[config.mk]
export PLATFORM = sky130hd
export DESIGN_NAME = din_gen
export DESIGN_NICKNAME = d
export VERILOG_FILES = /design/src/rtl/din_gen.sv
export SDC_FILE = /design/constraint.sdc
export NUM_CORES = 1
export LEC_CHECK = 0
export ABC_AREA = 1
export CORE_ASPECT_RATIO = 1.25
export CORE_UTILIZATION = 30
export DETAILED_ROUTE_END_ITERATION = 6
export PLACE_DENSITY = 0.56
export SLEW_MARGIN = 20
export SYNTH_ARGS = -nofsm -noshare
export SYNTH_HDL_FRONTEND = slang
export SYNTH_SLANG_ARGS = --single-unit
[constraint.sdc]
create_clock -name clk -period 1.7 [get_ports clk]
set_input_delay 0.255 -clock clk [delete_from_list [all_inputs] [get_ports clk]]
set_output_delay 0.255 -clock clk [all_outputs]
set_load 0.01 [all_outputs]
[src/rtl/din_gen.sv]
// din_gen: programmable burst stimulus source driving a din_valid/din_data stream.
// Define DIN_GEN_LFSR_EN to build the LFSR datapath selected by cfg_mode.
module din_gen #(
    parameter int                DWIDTH = 16,
    parameter int                LWIDTH = 16,
    parameter int                GWIDTH = 8,
    parameter logic [DWIDTH-1:0] TAPS   = 16'hB400
) (
    input  logic              clk,
    input  logic              rst,
    input  logic              start,
    input  logic [LWIDTH-1:0] cfg_len,
    input  logic [GWIDTH-1:0] cfg_gap,
    input  logic [DWIDTH-1:0] cfg_seed,
    input  logic              cfg_mode,
    output logic              busy,
    output logic              done,
    output logic [LWIDTH-1:0] beat_cnt,
    output logic              din_valid,
    output logic [DWIDTH-1:0] din_data
);

    typedef enum logic [1:0] {
        IDLE = 2'd0,
        SEND = 2'd1,
        GAP  = 2'd2,
        DONE = 2'd3
    } state_t;

    state_t            state;
    state_t            state_nxt;
    logic [LWIDTH-1:0] len_r;
    logic [GWIDTH-1:0] gap_r;
    logic [GWIDTH-1:0] gap_cnt;
    logic [DWIDTH-1:0] cur;
    logic [DWIDTH-1:0] next_data;
    logic [DWIDTH-1:0] seed_load;
    logic              last_beat;

    // beat_cnt still holds the pre-increment count while the beat is on the bus
    assign last_beat = (beat_cnt == len_r - LWIDTH'(1));

`ifdef DIN_GEN_LFSR_EN
    logic mode_r;

    function automatic logic [DWIDTH-1:0] lfsr_next(input logic [DWIDTH-1:0] v);
        return (v >> 1) ^ (v[0] ? TAPS : '0);
    endfunction

    // An all-zero LFSR state would lock up, so a zero seed starts at 1
    assign seed_load = (cfg_mode && cfg_seed == '0) ? DWIDTH'(1) : cfg_seed;
    assign next_data = mode_r ? lfsr_next(cur) : cur + DWIDTH'(1);

    always_ff @(posedge clk) begin
        if (rst)
            mode_r <= 1'b0;
        else if (state == IDLE && start)
            mode_r <= cfg_mode;
    end
`else
    logic unused_cfg;

    assign unused_cfg = ^{cfg_mode, TAPS};
    assign seed_load  = cfg_seed;
    assign next_data  = cur + DWIDTH'(1);
`endif

    always_ff @(posedge clk) begin
        if (rst)
            state <= IDLE;
        else
            state <= state_nxt;
    end

    always_comb begin
        state_nxt = state;
        case (state)
            IDLE: if (start) state_nxt = (cfg_len == '0) ? DONE : SEND;
            SEND: begin
                if (last_beat)
                    state_nxt = DONE;
                else if (gap_r != '0)
                    state_nxt = GAP;
                else
                    state_nxt = SEND;
            end
            GAP:  if (gap_cnt == GWIDTH'(1)) state_nxt = SEND;
            DONE: state_nxt = IDLE;
            default: state_nxt = IDLE;
        endcase
    end

    always_comb begin
        busy      = (state == SEND) || (state == GAP);
        done      = (state == DONE);
        din_valid = (state == SEND);
        din_data  = (state == SEND) ? cur : '0;
    end

    always_ff @(posedge clk) begin
        if (rst) begin
            len_r    <= '0;
            gap_r    <= '0;
            gap_cnt  <= '0;
            cur      <= '0;
            beat_cnt <= '0;
        end else begin
            case (state)
                IDLE: begin
                    if (start) begin
                        len_r    <= cfg_len;
                        gap_r    <= cfg_gap;
                        cur      <= seed_load;
                        beat_cnt <= '0;
                    end
                end
                SEND: begin
                    beat_cnt <= beat_cnt + LWIDTH'(1);
                    cur      <= next_data;
                    gap_cnt  <= gap_r;
                end
                GAP:     gap_cnt <= gap_cnt - GWIDTH'(1);
                default: ;
            endcase
        end
    end

endmodule

==> impl_results.md, run 1 <==
* Status: complete, but fails checks
* Failing checks: setup timing
* Clk sinks at 66
* Net Sw Power at 3720 uW
* CORE AREA at between 0.01 and 0.015 mm2
* Worst path slowest cell: dfxtp_2
* GRT overflow at 0
* GR Util All Layers at 0.173
* Fraction of layout cells with a size suffix above 1 at 0.233
* Fin util at 0.466
* Rows at 46
* CP peak stage delay at roughly 0.34 ns
* Post-synthesis compound-gate area fraction at 0.196
* Post-synthesis async set-or-reset flop share at 0
* Synth area leader: dfxtp_1
* Synth Area in Simple Gates at 0.291
* Critical Path RT at approximately 2 ns
* Fin area at 0.00599 mm2
* CTS tree: built
* Post-synthesis sequential area ratio at 0.331
* Crit path max fanout at 4
* FF+latch count, synth at 66
* EDFF count, synth at 0
* Synth unique cells at 44
* Total power at between 9000 and 10,000 uW
* Post-route insts no fill at 906
* Root buffer cell: clkbuf_16
* Antenna Cells at 0
* Final worst-path setup slack at -0.0574 ns
* # DRC at 0
* Final Critical Period at ~1.8 ns
* Combinational share of power at 0.538
* H-tree lvl count at 3
* Largest family of logic cells by synthesized area: simple AND/OR/NAND/NOR gates
* Die X-Extent at 105 um
* Final setup fails at 12
* Post-synth top area share at 0.331
* Largest net degree at the start of global routing at 32
* Crit Path Category: register to register
* Endpoints failing hold at 0
* Post-synth top cells: nand2_1 (117), inv_1 (86), nor2_1 (68)
* RSZ-0062 raised after global routing: true
* Worst reg-to-reg setup slack at -0.06 ns
* Synth warn at 0
* Routed wire length at 11,900 um
* Mux cell area share after synthesis at 0
* CTS Buf Count at 9
* Post-place instance area at 0.00533 mm2
* Flop pwr share at 0.263
* Via count at about 4,300
* Setup TNS Final at -0.249 ns
* Hold WC Path Type: register to register
* Count leader, synth: nand2_1
* Global-route wire length before repair at approximately 19,000 um
* Initial DRT Pass Iterations at 4
* Syn avg cell area at 6.71 um2
* Synth top area cells: dfxtp_1 (33%), nand2_1 (11%), inv_1 (8.1%)
* CP endpoint kind: register
* Area grow syn2layout at 50.1%
* Initial Utilization at 0.311
* Placed insts at roughly 870
* Cell internal pwr at between 5000 and 6000 uW
* Initial antenna violation count at 0
* IO Port Bufs at between 70 and 80
* Switch share at 0.407
* Worst-margin pin slew at around 0.44 ns
* I/O pin total at approximately 80
* Synth Cell Area at between 0.003 and 0.004 mm2
* Fin. max-slew vios at 0
* Syn Nets at ~650
* Fill count at 1,275
* Fin crit share at 1.03
* Die area at 0.0138 mm2
* Synth Instances at around 590
* Via/cell ratio at 4.73
* Ys flop type: dfxtp_1
* DRT iter0 DRCs at 219
* Max-cap viol count at 0
* Leakage at 0.00266 uW
* Wire per inst at 13.2 um
* Layout Skew at about 0.0086 ns
* Crit-path cells: inv_4 -> ha_4 -> buf_6 -> nand2_4 -> nand2_4 -> nand3_4 -> nor2_4 -> nand3_2 -> nor3_4 -> nand2_1 -> o21bai_1 -> nand2_1 -> nor2_1
* Reg clk slew, reported paths at approximately 0.060 ns
* Post-synthesis adder-cell area fraction at 0.0282
* Vias in the first global route at 4,045
* Worst slew margin at 0.706
* CP arrival at slightly above 2 ns
* Fmax at approximately 570 MHz
* Nets at about 790
* Clock share of power at 0.199
* Max IR drop VDD at a little under 0.7 mV
* Crit start category: register
* GP Congestion at about 0.86
* ANT nets after route at 0
* Pwr Density at between 1500 and 2000 mW/mm2
* Post-DP HPWL at between 8000 and 9000 um
* Die height at approximately 130 um
* Clk buf depth at 2
* Xor/xnor share of the synthesized area at 0.0505
* Worst skew pair latency at ~0.33 ns
## critical path, delay by kind of cell (launching register included)
family	cells	cell delay (ns)
and+or+nand+nor	9	0.89
adders and majority gates	1	0.15
DFF	1	0.34
buffers and inverters	2	0.19
AOI/OAI and AO/OA	1	0.13
## sequential cells by signal (all words and copies together) (netlist names)
signal    count
beat_cnt     16
gap_cnt       8
len_r        16
state         2
cur          16
gap_r         8
## layout by cell type (no fill, tap or decap), types with 5 or more instances in the layout
cell type	count
xor2_1	11
nand2_2	12
clkdlybuf4s15_1	5
buf_2	5
a21oi_1	42
ha_1	6
a31oi_1	9
buf_6	7
nor2_1	62
inv_2	6
nor2_2	5
o211ai_1	6
a21oi_2	8
clkbuf_16	9
dfxtp_1	58
xnor2_1	11
nand4_1	6
inv_1	79
buf_4	61
nor2_4	10
nand2_1	107
o21ai_0	55
clkdlybuf4s50_1	58
clkdlybuf4s15_2	7
dfxtp_2	7
nand3_1	17
## stage by stage
| step | worst slack (ns) | hold slack [ns] |
|---|---|---|
| finish | -0.0574 | 0.471 |
| global route | -0.162 | 0.498 |
| global placement | -0.234 | 0.452 |
| floorplan | 0.00517 | 0.333 |
| CTS | -0.0815 | 0.475 |
| detailed placement | -0.303 | 0.464 |
## power by group through the flow
| stage | sequential (uW) | combinational [uW] | clock [uW] |
|---|---|---|---|
| after floorplan | 2330 | 2780 | 0 |
| after global placement | 2380 | 4230 | 0 |
| after detailed placement | 2390 | 4290 | 0 |
| after CTS | 2370 | 4550 | 1870 |
| after global routing | 2470 | 5470 | 1920 |
| final | 2400 | 4920 | 1820 |
## final cells by class
type	instances	area [um2]	area share
inverters	90	352	0.0587
repair buffers	147	1340	0.224
clock inverters	3	40.0	0.00669
flip-flops and latches	66	1330	0.223
clock buffers	12	246	0.0412
well taps	168	210	0.0351
multi-input cells	420	2460	0.411
## cells by family (layout without fill, tap and decap cells)
family                   count (synthesis)  count (layout)
AND/OR/NAND/NOR                        249             249
AO/OA/AOI/OAI                          139             139
buffers and inverters                  108             252
flip-flops                              66              66
XOR/XNOR                                23              23
adder cells (fa/ha/maj)                  9               9
## per-layer routing
metal	track usage	part of all wire	routed length (um)
met1	0.198	0.42	5050
met2	0.323	0.53	6300
met3	0.0308	0.035	413
met4	0.0621	0.014	162
met5	0	0	0
## worst paths after layout
| check | cells after the start | end | start |
|---|---|---|---|
| max | 13 | beat_cnt[12]$_SDFFE_PP0P_ | state[1]$_SDFFE_PP0P_ |
| max reg2reg | 13 | beat_cnt[12]$_SDFFE_PP0P_ | state[1]$_SDFFE_PP0P_ |
| min | 2 | gap_cnt[5]$_SDFFE_PP0P_ | gap_cnt[5]$_SDFFE_PP0P_ |
| min reg2reg | 2 | gap_cnt[5]$_SDFFE_PP0P_ | gap_cnt[5]$_SDFFE_PP0P_ |
## timing repair
item                       in CTS  in global routing
buffers inserted                7                 13
gates resized for setup        70                 53
hold buffers                    0                  0
setup endpoints to repair      30                 39
cloned                          1                  0
pin swaps                      14                 18
(Power assumes the default switching activity.)
==> run 2: changes to the inputs <==
- CTS_CLUSTER_SIZE: default -> 20
==> results of run 2 <==
Same layout as run 1: the final DEF is identical, and so are final timing and power.
